$ cat config.mk
export PLATFORM = sky130hd
export DESIGN_NAME = hazard_ctrl
export DESIGN_NICKNAME = d
export VERILOG_FILES = /design/src/rtl/hazard_ctrl_pkg.sv /design/src/rtl/hazard_track_slot.sv /design/src/rtl/hazard_ctrl.sv
export SDC_FILE = /design/constraint.sdc
export NUM_CORES = 1
export LEC_CHECK = 0
export BUFFER_PORTS_ARGS = -buffer_cell sky130_fd_sc_hd__buf_2
export CAP_MARGIN = 5
export CORE_MARGIN = 1.5
export CORE_UTILIZATION = 54
export DETAILED_ROUTE_END_ITERATION = 8
export PLACE_DENSITY = 0.79
export SYNTH_ARGS = -nofsm -noshare
export SYNTH_HDL_FRONTEND = slang
export SYNTH_SLANG_ARGS = --single-unit
export TNS_END_PERCENT = 50
$ cat constraint.sdc
create_clock -name clk -period 2.55 [get_ports clk]
set_input_delay 0.1275 -clock clk [delete_from_list [all_inputs] [get_ports clk]]
set_output_delay 0.1275 -clock clk [all_outputs]
set_load 0.02 [all_outputs]
$ cat src/rtl/hazard_ctrl_pkg.sv
// Shared definitions for pipeline hazard control: EX operand-mux select
// encodings and the hard-wired zero register index.
package hazard_ctrl_pkg;

    typedef enum logic [1:0] {
        FWD_RF  = 2'b00,
        FWD_MEM = 2'b01,
        FWD_WB  = 2'b10
    } fwd_sel_e;

    localparam int REG_X0 = 0;

endpackage

$ cat src/rtl/hazard_track_slot.sv
// One tracking slot (EX, MEM or WB): remembers whether the stage holds a real
// instruction and what it will write back. Only the valid bit is reset; the
// payload is meaningless whenever valid is low.
module hazard_track_slot #(
    parameter int REG_ADDR_W = 5
) (
    input  logic                  clk,
    input  logic                  rst,
    input  logic                  hold,
    input  logic                  clear,
    input  logic                  in_vld,
    input  logic                  in_we,
    input  logic                  in_is_load,
    input  logic [REG_ADDR_W-1:0] in_rd,
    output logic                  vld,
    output logic                  we,
    output logic                  is_load,
    output logic [REG_ADDR_W-1:0] rd
);

    // Valid bit: cleared by reset or a bubble, frozen by hold
    always_ff @(posedge clk) begin
        if (rst) begin
            vld <= 1'b0;
        end else if (!hold) begin
            vld <= in_vld & ~clear;
        end
    end

    // Payload: follows the upstream stage unless frozen
    always_ff @(posedge clk) begin
        if (!hold) begin
            we      <= in_we;
            is_load <= in_is_load;
            rd      <= in_rd;
        end
    end

endmodule

$ cat src/rtl/hazard_ctrl.sv
// Pipeline sequencing controller for the 5-stage RV32I core. Mirrors the
// destination info of instructions in EX/MEM/WB, raises load-use stalls,
// applies taken-branch flushes, freezes everything while data memory is busy
// and steers the EX operand forwarding muxes.
// Slot naming: _p0 = EX, _p1 = MEM, _p2 = WB.
module hazard_ctrl
    import hazard_ctrl_pkg::*;
#(
    parameter int XLEN       = 32,
    parameter int REG_ADDR_W = 5
) (
    input  logic                  clk,
    input  logic                  rst,
    input  logic                  id_valid,
    input  logic [REG_ADDR_W-1:0] id_rs1,
    input  logic [REG_ADDR_W-1:0] id_rs2,
    input  logic                  id_rs1_used,
    input  logic                  id_rs2_used,
    input  logic [REG_ADDR_W-1:0] id_rd,
    input  logic                  id_reg_we,
    input  logic                  id_is_load,
    input  logic                  ex_branch_taken,
    input  logic                  mem_busy,
    output logic                  stall_if,
    output logic                  stall_id,
    output logic                  bubble_ex,
    output logic                  flush_if_id,
    output logic                  freeze,
    output logic [1:0]            fwd_rs1_sel,
    output logic [1:0]            fwd_rs2_sel,
    output logic [XLEN-1:0]       stall_cycles,
    output logic [XLEN-1:0]       flush_count
);

    localparam logic [REG_ADDR_W-1:0] X0 = REG_ADDR_W'(REG_X0);

    logic                  vld_p0, we_p0, ld_p0;
    logic [REG_ADDR_W-1:0] rd_p0;
    logic                  vld_p1, we_p1, ld_p1;
    logic [REG_ADDR_W-1:0] rd_p1;
    logic                  vld_p2, we_p2, ld_p2;
    logic [REG_ADDR_W-1:0] rd_p2;

    logic [REG_ADDR_W-1:0] rs1_p0, rs2_p0;
    logic                  rs1_used_p0, rs2_used_p0;

    logic live_p0, live_p1, live_p2;
    logic load_use;
    logic load_fwd_conflict;
    fwd_sel_e fwd1, fwd2;

    // The WB load flag is carried for completeness but no decision needs it
    logic unused_wb_load;
    assign unused_wb_load = ld_p2;

    // Forwarding source for one EX operand; the youngest matching writer wins.
    // A load still in MEM cannot supply data, so it falls back to the regfile.
    function automatic fwd_sel_e pick_fwd(
        input logic                  used,
        input logic [REG_ADDR_W-1:0] rs,
        input logic                  mem_live,
        input logic                  mem_ld,
        input logic [REG_ADDR_W-1:0] mem_rd,
        input logic                  wb_live,
        input logic [REG_ADDR_W-1:0] wb_rd
    );
        if (!used) begin
            return FWD_RF;
        end else if (mem_live && mem_rd == rs) begin
            return mem_ld ? FWD_RF : FWD_MEM;
        end else if (wb_live && wb_rd == rs) begin
            return FWD_WB;
        end else begin
            return FWD_RF;
        end
    endfunction

    // ---- EX slot (p0): loaded from ID, bubbled on stall/flush ----
    hazard_track_slot #(.REG_ADDR_W(REG_ADDR_W)) u_slot_ex (
        .clk        (clk),
        .rst        (rst),
        .hold       (freeze),
        .clear      (bubble_ex),
        .in_vld     (id_valid),
        .in_we      (id_reg_we),
        .in_is_load (id_is_load),
        .in_rd      (id_rd),
        .vld        (vld_p0),
        .we         (we_p0),
        .is_load    (ld_p0),
        .rd         (rd_p0)
    );

    // EX source operands, needed only to steer forwarding
    always_ff @(posedge clk) begin
        if (!freeze) begin
            rs1_p0      <= id_rs1;
            rs2_p0      <= id_rs2;
            rs1_used_p0 <= id_rs1_used;
            rs2_used_p0 <= id_rs2_used;
        end
    end

    // ---- MEM slot (p1) ----
    hazard_track_slot #(.REG_ADDR_W(REG_ADDR_W)) u_slot_mem (
        .clk        (clk),
        .rst        (rst),
        .hold       (freeze),
        .clear      (1'b0),
        .in_vld     (vld_p0),
        .in_we      (we_p0),
        .in_is_load (ld_p0),
        .in_rd      (rd_p0),
        .vld        (vld_p1),
        .we         (we_p1),
        .is_load    (ld_p1),
        .rd         (rd_p1)
    );

    // ---- WB slot (p2) ----
    hazard_track_slot #(.REG_ADDR_W(REG_ADDR_W)) u_slot_wb (
        .clk        (clk),
        .rst        (rst),
        .hold       (freeze),
        .clear      (1'b0),
        .in_vld     (vld_p1),
        .in_we      (we_p1),
        .in_is_load (ld_p1),
        .in_rd      (rd_p1),
        .vld        (vld_p2),
        .we         (we_p2),
        .is_load    (ld_p2),
        .rd         (rd_p2)
    );

    assign live_p0 = vld_p0 & we_p0 & (rd_p0 != X0);
    assign live_p1 = vld_p1 & we_p1 & (rd_p1 != X0);
    assign live_p2 = vld_p2 & we_p2 & (rd_p2 != X0);

    assign load_use = id_valid & live_p0 & ld_p0 &
                      ((id_rs1_used & (id_rs1 == rd_p0)) |
                       (id_rs2_used & (id_rs2 == rd_p0)));

    // Stall/flush/freeze priority: memory freeze, then branch flush, then load-use
    always_comb begin
        freeze      = 1'b0;
        stall_if    = 1'b0;
        stall_id    = 1'b0;
        bubble_ex   = 1'b0;
        flush_if_id = 1'b0;
        if (mem_busy) begin
            freeze   = 1'b1;
            stall_if = 1'b1;
            stall_id = 1'b1;
        end else if (ex_branch_taken) begin
            flush_if_id = 1'b1;
            bubble_ex   = 1'b1;
        end else if (load_use) begin
            stall_if  = 1'b1;
            stall_id  = 1'b1;
            bubble_ex = 1'b1;
        end
    end

    // Operand forwarding from held slot state (stays stable through a freeze)
    always_comb begin
        fwd1 = pick_fwd(vld_p0 & rs1_used_p0, rs1_p0, live_p1, ld_p1, rd_p1, live_p2, rd_p2);
        fwd2 = pick_fwd(vld_p0 & rs2_used_p0, rs2_p0, live_p1, ld_p1, rd_p1, live_p2, rd_p2);
    end

    assign fwd_rs1_sel = fwd1;
    assign fwd_rs2_sel = fwd2;

    assign load_fwd_conflict = vld_p0 & live_p1 & ld_p1 &
                               ((rs1_used_p0 & (rs1_p0 == rd_p1)) |
                                (rs2_used_p0 & (rs2_p0 == rd_p1)));

    // Load data in MEM feeding EX means a load-use stall was missed
    always_ff @(posedge clk) begin
        if (!rst) begin
            assert (!load_fwd_conflict)
                else $error("hazard_ctrl: load in MEM feeds EX operand");
        end
    end

    // Performance counters, wrapping naturally at 2^XLEN
    always_ff @(posedge clk) begin
        if (rst) begin
            stall_cycles <= '0;
            flush_count  <= '0;
        end else begin
            if (stall_if) begin
                stall_cycles <= stall_cycles + XLEN'(1);
            end
            if (flush_if_id) begin
                flush_count <= flush_count + XLEN'(1);
            end
        end
    end

endmodule

* After elaboration in Yosys (flattened, before gate mapping) *
Index checks and enable logic that the tools add are counted.
W data, S select, Z words.

operators by class
  add/subtract/negate cells = 2
  eq/ne operators = 6
  muxes and demuxes = 15
  bitwise gates (word level) = 16
  reductions and logical operators = 7

operators by type and width
  operator                 count
  $add A32 B1 Y32 const B  2
  $eq A5 B5 Y1             6
  $reduce_bool A5 Y1       3
  $and A1 B1 Y1            14
  $mux W2                  6
  $mux W1                  9
  $logic_and A1 B1 Y1      4
  $not A1 Y1               1
  $or A1 B1 Y1             1

word-level totals
  flip-flop bits (word level) = 99
  input port bits = 24
  logic and storage cells = 63

* Longest topological paths before layout *
  word-level depth = 10
  gate-level depth with buffers = 9
  gate-level depth less buffers = 6

* Modules after synthesis *
From an unflattened synthesis, not the netlist that was laid out.

second synthesis, totals
  cells, all modules = 465
  area, all modules = 4568.1 µm²

by module, submodules not included
  module             instances  cells each  area an instance (µm²)  sequential area each (µm²)
  hazard_ctrl        1          429         3813.7                  1641.6
  hazard_track_slot  3          12          251.5                   230.2

* Least setup slack after synthesis *
Ideal clock, no wire load.

  kind = reg2reg
  start = reg stall_cycles[0]
  end = reg stall_cycles[28]
  arrival = 1921 ps
  required time = 2479 ps
  slack = 558 ps
  stages on the path, launching flop included = 7
  buffers on the path = 0
  period minus slack after synthesis = 1992 ps
  path through = dfxtp_1 ha_1 nand2_1 nor2_1 nand3_1 or4_1 a21oi_1

between the ends
  cells in the longest elaborated chain, start to end = 1

ends and longest elaborated chain
  what                    line                RTL
  from (decl)             hazard_ctrl.sv:31   output logic [XLEN-1:0] stall_cycles,
  from (signal assigned)  hazard_ctrl.sv:193  stall_cycles <= stall_cycles + XLEN'(1);
  $add A32 B1 Y32         hazard_ctrl.sv:193

Every way passes these cells.
A chain may end at the register's enable or synchronous reset.

* Worst setup path in the final report *
  start = reg u_slot_ex.rd[2]
  end = reg stall_cycles[28]

between the ends
  cells in the longest elaborated chain, start to end = 8
  elaborated cells on any way between the ends = 13
  classes of those cells = eq/ne (2); mux (3); bitwise (7); reduce/logical (1)

ends and longest elaborated chain
  what                        line                     RTL
  from (decl)                 hazard_track_slot.sv:18  output logic [REG_ADDR_W-1:0] rd
  from (signal assigned)      hazard_track_slot.sv:35  rd <= in_rd;
  $reduce_bool A5 Y1          hazard_ctrl.sv:136       assign live_p0 = vld_p0 & we_p0 & (rd_p0 != X0);
  $and A1 B1 Y1               hazard_ctrl.sv:136
  $and A1 B1 Y1 (2 in a row)  hazard_ctrl.sv:140       assign load_use = id_valid & live_p0 & ld_p0 &
  $and A1 B1 Y1 *             hazard_ctrl.sv:140
  $mux W1 *                   hazard_ctrl.sv:158       end else if (load_use) begin
  $mux W1 *                   hazard_ctrl.sv:155       end else if (ex_branch_taken) begin
  $mux W1 *                   hazard_ctrl.sv:151       if (mem_busy) begin

Every way passes the cells marked *; elsewhere a longest branch is shown, timed or not.

==> reports/metrics.csv <==
metric,value,unit
status,finished clean,
synth_largest_area_cell,dfxtp_1,
die_width,93.6,µm
core,7850,µm²
synth_most_common_cell,dfxtp_1,
wl_per_cell,14.5,µm
synth_ff_type,dfxtp_1,
drive_above_1_share,22.0,%
synth-edff-count,32,
num_io_pins,97,
vias,3670,
period_needed,2290,ps
synth_common_cells,"67 x dfxtp_1, 41 x nor2_1, 36 x a21oi_1",
postRouteAntennaNets,0,
slew-limit-headroom,55.5,%
synth-seq-area-share,51.9,%
cp-start-kind,register,
cts_tree,built,
grt_usage,23.3,%
grt_pass1_vias,3382,
endpoint_kind,register,
critPathRequiredTime,2820,ps
slowest_delay,510,ps
drt-total-wl,9.72,mm
h-tree-depth,3,
synth_nets,476,
max_freq,0.436,GHz
critical_path.cell_chain,"xnor2_1, nand4_1, o22ai_2, a31oi_4, buf_12, or4_1, a21oi_1",
fin_nets,589,
crit_type,register to register,
syn2layout_area_growth,21.2,%
hold_viol,0,
worst-path-max-fanout,47,
clk_pin_slew,90,ps
p_leak,0.00204,µW
fp.dieH,93.6,µm
synth_cells,450,
die_area,8760,µm²
drtPass1Iterations,4,
cts_sinks,99,
drc,0,
fin_skew,21.4,ps
numCtsBuffers,9,
initial_core_util,56.5,%
whs,107,ps
antenna_cells,0,
routed_via_density,5.48,
row_count,32,
ctsResizeCount,0,
powerDensity,531,nW/µm²
post-route-period-util,89.9,%
grt_pass1_wl,16.1,mm
place_hpwl,6.69,mm
setup_viol,0,
synth_area,4430,µm²
grt_max_degree,68,
cts-root-buf,clkbuf_8,
portBuffers,96,
hp-class,input pin to register,
synth_seq_cells,99,
gp_congestion,0.824,
clockBufferDepth,2,
rsz0062_at_grt,no,
maxCapViolCount,0,
ys_warn_count,0,
grt_remaining_overflow,0,
crit_path_top_delay_cell,or4_1,
ir_drop,0.262,mV
antenna_found_initial,0,
synth.avg_cell_area,9.85,µm²
arrival,2560,ps
synth_top_area_share,30.3,%
drtIter0Drc,145,
synth_area_leaders,"dfxtp_1 30%, edfxtp_1 22%, xnor2_1 5.9%",
drv_slew,0,
clkLatencyLatePin,360,ps
tightest_slew,668,ps
synth_cell_types,37,
synthArstFlopShare,0,%
finalSetupTns,0,ps
==> critical path, delay by kind of cell (launching register included) <==
family | cells | cell delay (ps)
AND/OR/NAND/NOR | 2 | 640
AO/OA/AOI/OAI | 3 | 630
flip-flops | 1 | 480
buffers and inverters | 1 | 240
XOR/XNOR | 1 | 210
==> cell type report <==
type / count / area, µm²
clock buffer: 9 / 124
clock inverter: 7 / 57.6
fill: 629 / 2480
inverter: 9 / 33.8
multi-input combinational: 323 / 2000
sequential: 99 / 2300
tap: 102 / 128
timing repair buffer: 121 / 728
==> where the power goes <==
| group | switching (µW) | internal (µW) | total (µW) | leakage, µW |
|---|---|---|---|---|
| Sequential | 47.2 | 1680 | 1720 | 0.000853 |
| Clock | 559 | 367 | 926 | 0.0000829 |
| Combinational | 109 | 95.0 | 204 | 0.00110 |
==> flip-flops by register name (all words and copies together), names as in the netlist <==
signal / cells
u_slot_mem.we: 1
u_slot_wb.we: 1
u_slot_wb.vld: 1
u_slot_mem.is_load: 1
u_slot_mem.vld: 1
stall_cycles: 32
u_slot_ex.vld: 1
u_slot_mem.rd: 5
u_slot_ex.rd: 5
rs2_used_p0: 1
u_slot_ex.we: 1
rs1_p0: 5
u_slot_ex.is_load: 1
u_slot_wb.rd: 5
rs1_used_p0: 1
flush_count: 32
rs2_p0: 5
==> metal layers <==
layer  global-route usage (%)  vias up  part of all wire (%)  wire length (µm)
met1                     30.6     1717                    44              4250
met3                     3.90       17                   4.4               430
met4                     9.58        0                   2.2               213
li1                         -     1849                     -                 -
met2                     38.2       87                    50              4830
met5                        0        -                     0                 0
==> kinds of logic (layout without fill, tap and decap cells) <==
kind of cell | count (synthesis) | in the layout | share of synthesized area [%]
fa+ha+maj | 2 | 2 | 0.564
compound gates | 74 | 74 | 9.65
flops | 99 | 99 | 51.9
buf+inv | 28 | 146 | 2.99
simple gates | 184 | 184 | 22.3
xor+xnor | 58 | 58 | 11.5
mux | 5 | 5 | 1.13
==> final timing paths <==
path | slack, ps | cells past startpoint | start | to
setup reg to reg | 260 | 7 | u_slot_ex.rd[2]$_DFFE_PN_ | stall_cycles[28]$_SDFFE_PP0P_
hold reg to reg | 460 | 0 | u_slot_mem.we$_DFFE_PN_ | u_slot_wb.we$_DFFE_PN_
setup / recovery | 260 | 7 | u_slot_ex.rd[2]$_DFFE_PN_ | stall_cycles[28]$_SDFFE_PP0P_
hold / removal | 110 | 3 | id_valid | u_slot_ex.vld$_SDFFE_PP0N_
==> per-stage QoR <==
stage / util, % / total power [µW] / area [µm²] / setup WS (ps) / std cells
2_1_floorplan: - / 1870 / 4430 / 558 / 450
3_3_place_gp: 63.7 / 1930 / 5000 / 395 / 635
3_5_place_dp: 63.7 / 1940 / 5000 / 302 / 635
4_1_cts: 68.4 / 2880 / 5370 / 243 / 670
5_1_grt: 68.4 / 2970 / 5370 / 86.4 / 670
6_report: 68.4 / 2850 / 5370 / 258 / 670
==> placed cells by master (no fill, tap or decap), types with 13 or more instances in the layout <==
cell,instances
or4_1,13
dlygate4sd3_1,19
nand3_1,28
nand4_1,15
nor2_1,41
a21oi_1,36
buf_2,96
xnor2_1,30
or3_1,23
nand2_1,23
o21ai_0,23
edfxtp_1,32
xor2_1,28
dfxtp_1,67
==> repair_timing <==
item,CTS,global route
hold buffers,19,0
buffers inserted,0,0
hold endpoints to repair,19,0
(Power assumes the default switching activity.)
